### src/rtl/order_mem_arbiter.sv
// ============================================================================
// order_mem_arbiter
// ----------------------------------------------------------------------------
// Round-robin arbiter and sequencer that shares one order-book memory port
// among NUM_REQ requesters. Only one transaction is in flight at a time. The
// block drives the memory's write_request / data_read / out_valid protocol and
// returns read data to the requester that owns the transaction. A read that
// gets no answer within RD_TMO cycles completes with an error response.
//
// Ports
//   clk, rst            system clock, synchronous active-high reset
//   req_valid[i]        requester i has a request pending
//   req_write[i]        1 = write, 0 = read
//   req_addr / wdata    requester i at [i*ADDR_W +: ADDR_W] / [i*DATA_W +: DATA_W]
//   req_ready[i]        one-hot accept pulse, combinational in the grant cycle
//   rsp_valid[i]        one-hot read response valid
//   rsp_ready[i]        requester i consumes its response
//   rsp_data, rsp_err   read data (0 on error) and timeout flag
//   mem_*               memory port (address_in, data_in, write_request,
//                       data_read, data_out, out_valid)
//   busy                FSM is not in IDLE
//
// Handshakes
//   Request: a request is accepted in the cycle where req_valid[i] and
//   req_ready[i] are both 1; req_ready is only ever raised for one requester
//   and only in IDLE. Response: rsp_valid[g] stays high with rsp_data/rsp_err
//   stable until the cycle where rsp_ready[g] is also 1; rsp_ready bits of
//   other requesters are ignored.
// ============================================================================
module order_mem_arbiter #(
    parameter int NUM_REQ = 2,
    parameter int ADDR_W  = 12,
    parameter int DATA_W  = 32,
    parameter int RD_TMO  = 15
) (
    input  logic                        clk,
    input  logic                        rst,
    input  logic [NUM_REQ-1:0]          req_valid,
    input  logic [NUM_REQ-1:0]          req_write,
    input  logic [NUM_REQ*ADDR_W-1:0]   req_addr,
    input  logic [NUM_REQ*DATA_W-1:0]   req_wdata,
    output logic [NUM_REQ-1:0]          req_ready,
    output logic [NUM_REQ-1:0]          rsp_valid,
    input  logic [NUM_REQ-1:0]          rsp_ready,
    output logic [DATA_W-1:0]           rsp_data,
    output logic                        rsp_err,
    output logic [ADDR_W-1:0]           mem_addr,
    output logic [DATA_W-1:0]           mem_wdata,
    output logic                        mem_write_request,
    output logic                        mem_data_read,
    input  logic [DATA_W-1:0]           mem_data_out,
    input  logic                        mem_out_valid,
    output logic                        busy
);

    localparam int IDX_W = (NUM_REQ > 1) ? $clog2(NUM_REQ) : 1;
    localparam int CNT_W = $clog2(RD_TMO + 1);

    localparam logic [IDX_W-1:0] LAST_IDX = IDX_W'(NUM_REQ - 1);
    localparam logic [IDX_W:0]   NUM_EXT  = (IDX_W + 1)'(NUM_REQ);
    localparam logic [CNT_W-1:0] TMO_CNT  = CNT_W'(RD_TMO);

    typedef enum logic [2:0] {
        IDLE    = 3'd0,
        WR      = 3'd1,
        RD_WAIT = 3'd2,
        RSP     = 3'd3,
        FLUSH   = 3'd4
    } state_t;

    state_t state;
    state_t state_nxt;

    // Round-robin pointer: the requester with highest priority next time.
    logic [IDX_W-1:0]  ptr;

    // Latched transaction.
    logic [IDX_W-1:0]  lat_g;
    logic              lat_write;
    logic [ADDR_W-1:0] lat_addr;
    logic [DATA_W-1:0] lat_wdata;

    // Read bookkeeping.
    logic [CNT_W-1:0]  rd_cnt;
    logic [DATA_W-1:0] rsp_data_q;
    logic              rsp_err_q;

    // Grant selection.
    logic              grant_found;
    logic [IDX_W-1:0]  grant_idx;
    logic              grant_fire;
    logic              sel_write;
    logic [ADDR_W-1:0] sel_addr;
    logic [DATA_W-1:0] sel_wdata;

    logic              rsp_ack;
    logic              rd_timeout;

    // ------------------------------------------------------------------------
    // Round-robin scan: first set req_valid starting at ptr, wrapping around.
    // The sum is one bit wider than the index so the wrap works for any
    // NUM_REQ, not just powers of two.
    // ------------------------------------------------------------------------
    always_comb begin
        logic [IDX_W:0] sum;
        grant_found = 1'b0;
        grant_idx   = '0;
        sum         = '0;
        for (int i = 0; i < NUM_REQ; i++) begin
            sum = {1'b0, ptr} + (IDX_W + 1)'(i);
            if (sum >= NUM_EXT) begin
                sum = sum - NUM_EXT;
            end
            if (!grant_found && req_valid[sum[IDX_W-1:0]]) begin
                grant_found = 1'b1;
                grant_idx   = sum[IDX_W-1:0];
            end
        end
    end

    // Stale memory data in IDLE is flushed before anything is granted.
    assign grant_fire = (state == IDLE) && !mem_out_valid && grant_found;

    // Mux the granted requester's fields out of the flat buses.
    always_comb begin
        sel_write = 1'b0;
        sel_addr  = '0;
        sel_wdata = '0;
        for (int i = 0; i < NUM_REQ; i++) begin
            if (grant_idx == IDX_W'(i)) begin
                sel_write = req_write[i];
                sel_addr  = req_addr[i*ADDR_W +: ADDR_W];
                sel_wdata = req_wdata[i*DATA_W +: DATA_W];
            end
        end
    end

    assign rsp_ack    = |(rsp_ready & rsp_valid);
    assign rd_timeout = (rd_cnt == TMO_CNT);

    // ------------------------------------------------------------------------
    // State register
    // ------------------------------------------------------------------------
    always_ff @(posedge clk) begin
        if (rst) begin
            state <= IDLE;
        end else begin
            state <= state_nxt;
        end
    end

    // ------------------------------------------------------------------------
    // Next-state logic
    // ------------------------------------------------------------------------
    always_comb begin
        state_nxt = state;
        case (state)
            IDLE: begin
                if (mem_out_valid) begin
                    state_nxt = FLUSH;
                end else if (grant_found) begin
                    state_nxt = sel_write ? WR : RD_WAIT;
                end
            end
            WR: begin
                state_nxt = IDLE;
            end
            RD_WAIT: begin
                if (mem_out_valid || rd_timeout) begin
                    state_nxt = RSP;
                end
            end
            RSP: begin
                if (rsp_ack) begin
                    state_nxt = IDLE;
                end
            end
            FLUSH: begin
                state_nxt = IDLE;
            end
            default: begin
                state_nxt = IDLE;
            end
        endcase
    end

    // ------------------------------------------------------------------------
    // Datapath registers: grant latch, round-robin pointer, read counter and
    // response capture.
    // ------------------------------------------------------------------------
    always_ff @(posedge clk) begin
        if (rst) begin
            ptr        <= '0;
            lat_g      <= '0;
            lat_write  <= 1'b0;
            lat_addr   <= '0;
            lat_wdata  <= '0;
            rd_cnt     <= '0;
            rsp_data_q <= '0;
            rsp_err_q  <= 1'b0;
        end else begin
            if (grant_fire) begin
                lat_g     <= grant_idx;
                lat_write <= sel_write;
                lat_addr  <= sel_addr;
                lat_wdata <= sel_wdata;
                ptr       <= (grant_idx == LAST_IDX) ? '0 : grant_idx + 1'b1;
                // First RD_WAIT cycle counts as 1.
                rd_cnt    <= CNT_W'(1);
            end else if (state == RD_WAIT) begin
                if (mem_out_valid) begin
                    rsp_data_q <= mem_data_out;
                    rsp_err_q  <= 1'b0;
                end else if (rd_timeout) begin
                    rsp_data_q <= '0;
                    rsp_err_q  <= 1'b1;
                end else begin
                    rd_cnt <= rd_cnt + 1'b1;
                end
            end
        end
    end

    // ------------------------------------------------------------------------
    // Output logic
    // ------------------------------------------------------------------------
    always_comb begin
        req_ready         = '0;
        rsp_valid         = '0;
        rsp_data          = '0;
        rsp_err           = 1'b0;
        mem_write_request = 1'b0;
        mem_data_read     = 1'b0;
        // Address/data simply follow the latch, so they hold their last value
        // outside WR and RD_WAIT and read 0 after reset.
        mem_addr          = lat_addr;
        mem_wdata         = lat_wdata;
        busy              = (state != IDLE);

        case (state)
            IDLE: begin
                for (int i = 0; i < NUM_REQ; i++) begin
                    if (grant_fire && (grant_idx == IDX_W'(i))) begin
                        req_ready[i] = 1'b1;
                    end
                end
            end
            WR: begin
                mem_write_request = 1'b1;
            end
            RD_WAIT: begin
                // Consume pulse coincides with the data being captured.
                mem_data_read = mem_out_valid;
            end
            RSP: begin
                for (int i = 0; i < NUM_REQ; i++) begin
                    if (lat_g == IDX_W'(i)) begin
                        rsp_valid[i] = 1'b1;
                    end
                end
                rsp_data = rsp_data_q;
                rsp_err  = rsp_err_q;
            end
            FLUSH: begin
                mem_data_read = 1'b1;
            end
            default: begin
            end
        endcase
    end

    // lat_write is kept for debug visibility of the in-flight transaction.
    logic unused_lat_write;
    assign unused_lat_write = lat_write;

endmodule

### config.mk
export PLATFORM = sky130hd
export DESIGN_NAME = order_mem_arbiter
export DESIGN_NICKNAME = d
export VERILOG_FILES = /design/src/rtl/order_mem_arbiter.sv
export SDC_FILE = /design/constraint.sdc
export NUM_CORES = 1
export LEC_CHECK = 0
export ABC_CLOCK_PERIOD_IN_PS = 2100
export CAP_MARGIN = 20
export CORE_MARGIN = 5
export CORE_UTILIZATION = 30
export CTS_CLUSTER_DIAMETER = 120
export CTS_CLUSTER_SIZE = 25
export DETAILED_ROUTE_END_ITERATION = 12
export GPL_TIMING_DRIVEN = 0
export PLACE_DENSITY = 0.67
export SLEW_MARGIN = 10
export SYNTH_ARGS = -nofsm -noshare
export SYNTH_HDL_FRONTEND = slang
export SYNTH_SLANG_ARGS = --single-unit
### constraint.sdc
create_clock -name clk -period 2.1 [get_ports clk]
set_input_delay 0.21 -clock clk [delete_from_list [all_inputs] [get_ports clk]]
set_output_delay 0.21 -clock clk [all_outputs]
set_load 0.02 [all_outputs]
==> metrics.txt <==
status finished, final reports clean; total CTS buffers 9; Finished Cell Area 6250 µm²; ys async rst share 0%; ys flop type dfxtp_1; remaining global-route overflow 0; fill count 1072; Setup TNS 0 ns; layout cells sized above 1 9.75%; Slew HR 67.0%; post-synthesis net count 534; final worst slack 0.0855 ns; most numerous cell in the Yosys netlist nand2_1; Post-DP Area 5830 µm²; max cap viols 0; Synth Instances 404; Fin Clk Skew 0.00825 ns; Crit. End Element output pin; post-layout min period 2.01 ns; Leak Pwr 2.75 nW; Synthesis Warnings 0; Seq. cell area 1720 µm²; area leader, netlist dfxtp_1; Setup CP Type reg -> out; Total Wirelength 12400 µm; drt wl/cell 15.9 µm; EDFF count, synth 0; slowest CP cell or4_1; commonest cells in the netlist 92 x nand2_1, 86 x dfxtp_1, 68 x a22oi_1, 36 x nor2_1, 35 x and3_1; f_max 0.496 GHz; Seq/Total Area, Yosys 48.8%; synthesized area per cell 8.73 µm²; I/O pin count 213; Synth cell types 35; initial antenna violation count 0; Area contributors post-synth dfxtp_1 49%, a22oi_1 14%, nand2_1 9.8%; sequential power share 41.1%; Cell Pwr Density 700 nW/µm²; first-pass GRT wire length 19700 µm; clock slew at reported path FFs 0.06 ns; CP peak stage delay 0.54 ns; post-route ant nets 0; Clk Tree Root Cell clkbuf_16; Pint 3.27 mW; Comb power frac 19.5%; largest net degree at the start of global routing 15; Psw 1.10 mW; post-synthesis register bit count 86; Hold Crit Class in -> reg; gpl congestion 0.850; H-tree levels 3; Core Area 11500 µm²; DR vias/cell 4.81; Placed Cells 759; Post-Layout Cell Count 779; Post-CTS Hold Buffers 0; Worst Setup Start Kind flip-flop; Slew @ Worst Pin 0.491 ns; Row Count 39; CTS tree built; Cell Chain, Critical Path or4_1 -> buf_6 -> nor2_1 -> clkdlybuf4s15_1; CTS Sinks 86; CP top delay family simple AND/OR/NAND/NOR gates; Setup WS pre-CTS -0.422 ns; Clock Path Buffers 2; R2R setup slack 0.19 ns; Data required, critical path 1.89 ns; area grow syn2layout 77.1%; number of antenna diodes 0; Peak supply drop 0.366 mV; critical path arrival 1.80 ns; # DRC 0; Multi-input gate area 1650 µm²; vias 3747; Clk Latency, worst-skew pair 0.33 ns; Hold Violations, Final 0; max-slew violations 0; Tot Pwr 4.37 mW; Switching Share 25.1%; Final setup violation count 0; number of port buffers 212; Post-Syn Area 3530 µm²; vias in the first global route 3913; DIE AREA 14000 µm²; nets 761; total iterations of the first detailed-routing run 4; Yosys top cell area share 48.8%; Worst Path Buf+Inv 2; Die Height 118 µm; DIE WIDTH 118 µm; Final HPWL DP 9750 µm; initial core utilization 30.8%; unrepaired setup endpoints after global routing yes; DR iter-0 viols 150; maximum fanout along the worst path 8; final worst path period share 95.9%; GRT Overall Usage 17.2%; Clock power frac 39.4%
[flip-flops by register name (all words and copies together), names as in the netlist]
register    cells
lat_g           1
mem_addr       12
mem_wdata      32
ptr             1
rd_cnt          4
rsp_data_q     32
rsp_err_q       1
state           3
[power groups by stage]
stage / Clock [mW] / Sequential [mW] / Combinational, mW
2_1_floorplan: 0 / 1.91 / 0.258
3_3_place_gp: 0 / 1.82 / 0.836
3_5_place_dp: 0 / 1.83 / 0.841
4_1_cts: 1.77 / 1.79 / 0.859
5_1_grt: 1.83 / 1.81 / 0.922
6_report: 1.72 / 1.80 / 0.853
[cell usage in the layout (no fill, tap or decap), types with 2 or more instances in the layout]
master / Yosys / layout
a211oi_1: 2 / 2
a21o_1: 3 / 3
a21oi_1: 4 / 4
a22oi_1: 68 / 68
a22oi_2: 8 / 8
and3_1: 35 / 35
buf_12: 0 / 2
buf_2: 0 / 2
buf_4: 0 / 3
buf_6: 6 / 6
bufinv_16: 0 / 2
clkbuf_1: 27 / 12
clkbuf_16: 0 / 9
clkbuf_2: 0 / 10
clkbuf_4: 0 / 3
clkdlybuf4s15_1: 0 / 14
clkdlybuf4s15_2: 0 / 2
clkdlybuf4s50_1: 0 / 172
clkinvlp_4: 0 / 3
dfxtp_1: 86 / 84
dfxtp_2: 0 / 2
dlygate4sd2_1: 0 / 21
dlymetal6s2s_1: 0 / 2
inv_1: 4 / 4
nand2_1: 92 / 92
nand3_1: 3 / 3
nor2_1: 36 / 36
nor2b_1: 2 / 2
nor3_1: 2 / 2
nor3b_2: 0 / 2
o21ai_0: 3 / 3
xor2_1: 3 / 3
[worst min-delay path: stages]
cell	delay, ns
clkdlybuf4s50_1	0.39
nand2_1	0.05
nand2_1	0.04
[layer usage]
layer	share of wire (%)	GRT usage [%]
met5	0	0
met4	1.3	5.81
met3	12	9.17
met2	48	29.1
met1	38	18.3
[through the flow]
stage,utilization [%],hold slack [ns]
after floorplan,-,0.316
after global routing,54.5,0.405
final,54.5,0.410
after detailed placement,50.8,0.457
after global placement,50.8,0.447
after CTS,54.1,0.393
[cell families after synthesis]
logic type | synth area share (%)
DFF | 48.8
AOI/OAI and AO/OA | 20.3
and+or+nand+nor | 24.3
xor gates and xnor gates | 0.745
adders and majority gates | 0.355
muxes | 0.284
buffers and inverters | 5.21
[what timing repair did]
action                                  in CTS  in global routing
setup buffers                                5                  0
pin swaps                                    2                  0
endpoints found under the hold margin        0                  0
endpoints found under the setup margin      94                 91
resized for setup                           66                 30
[worst paths after layout]
| path | start | end | cells past startpoint |
|---|---|---|---|
| worst max-delay path | state[1] | req_ready[0] | 4 |
| worst min-delay path | req_wdata[19] | mem_wdata[19] | 3 |
| worst max register to register | state[1] | mem_wdata[20] | 7 |
| worst min register to register | rsp_err_q | rsp_err_q | 2 |
[final cells by class]
type / count / area share (%)
multi-input combinational: 281 / 26.4
clock buffer: 11 / 3.89
tap: 143 / 2.86
sequential: 86 / 27.6
timing repair buffer: 217 / 34.6
buffer: 32 / 3.04
clock inverter: 5 / 1.32
inverter: 4 / 0.240
No activity file was read; power rests on OpenSTA's default activity.
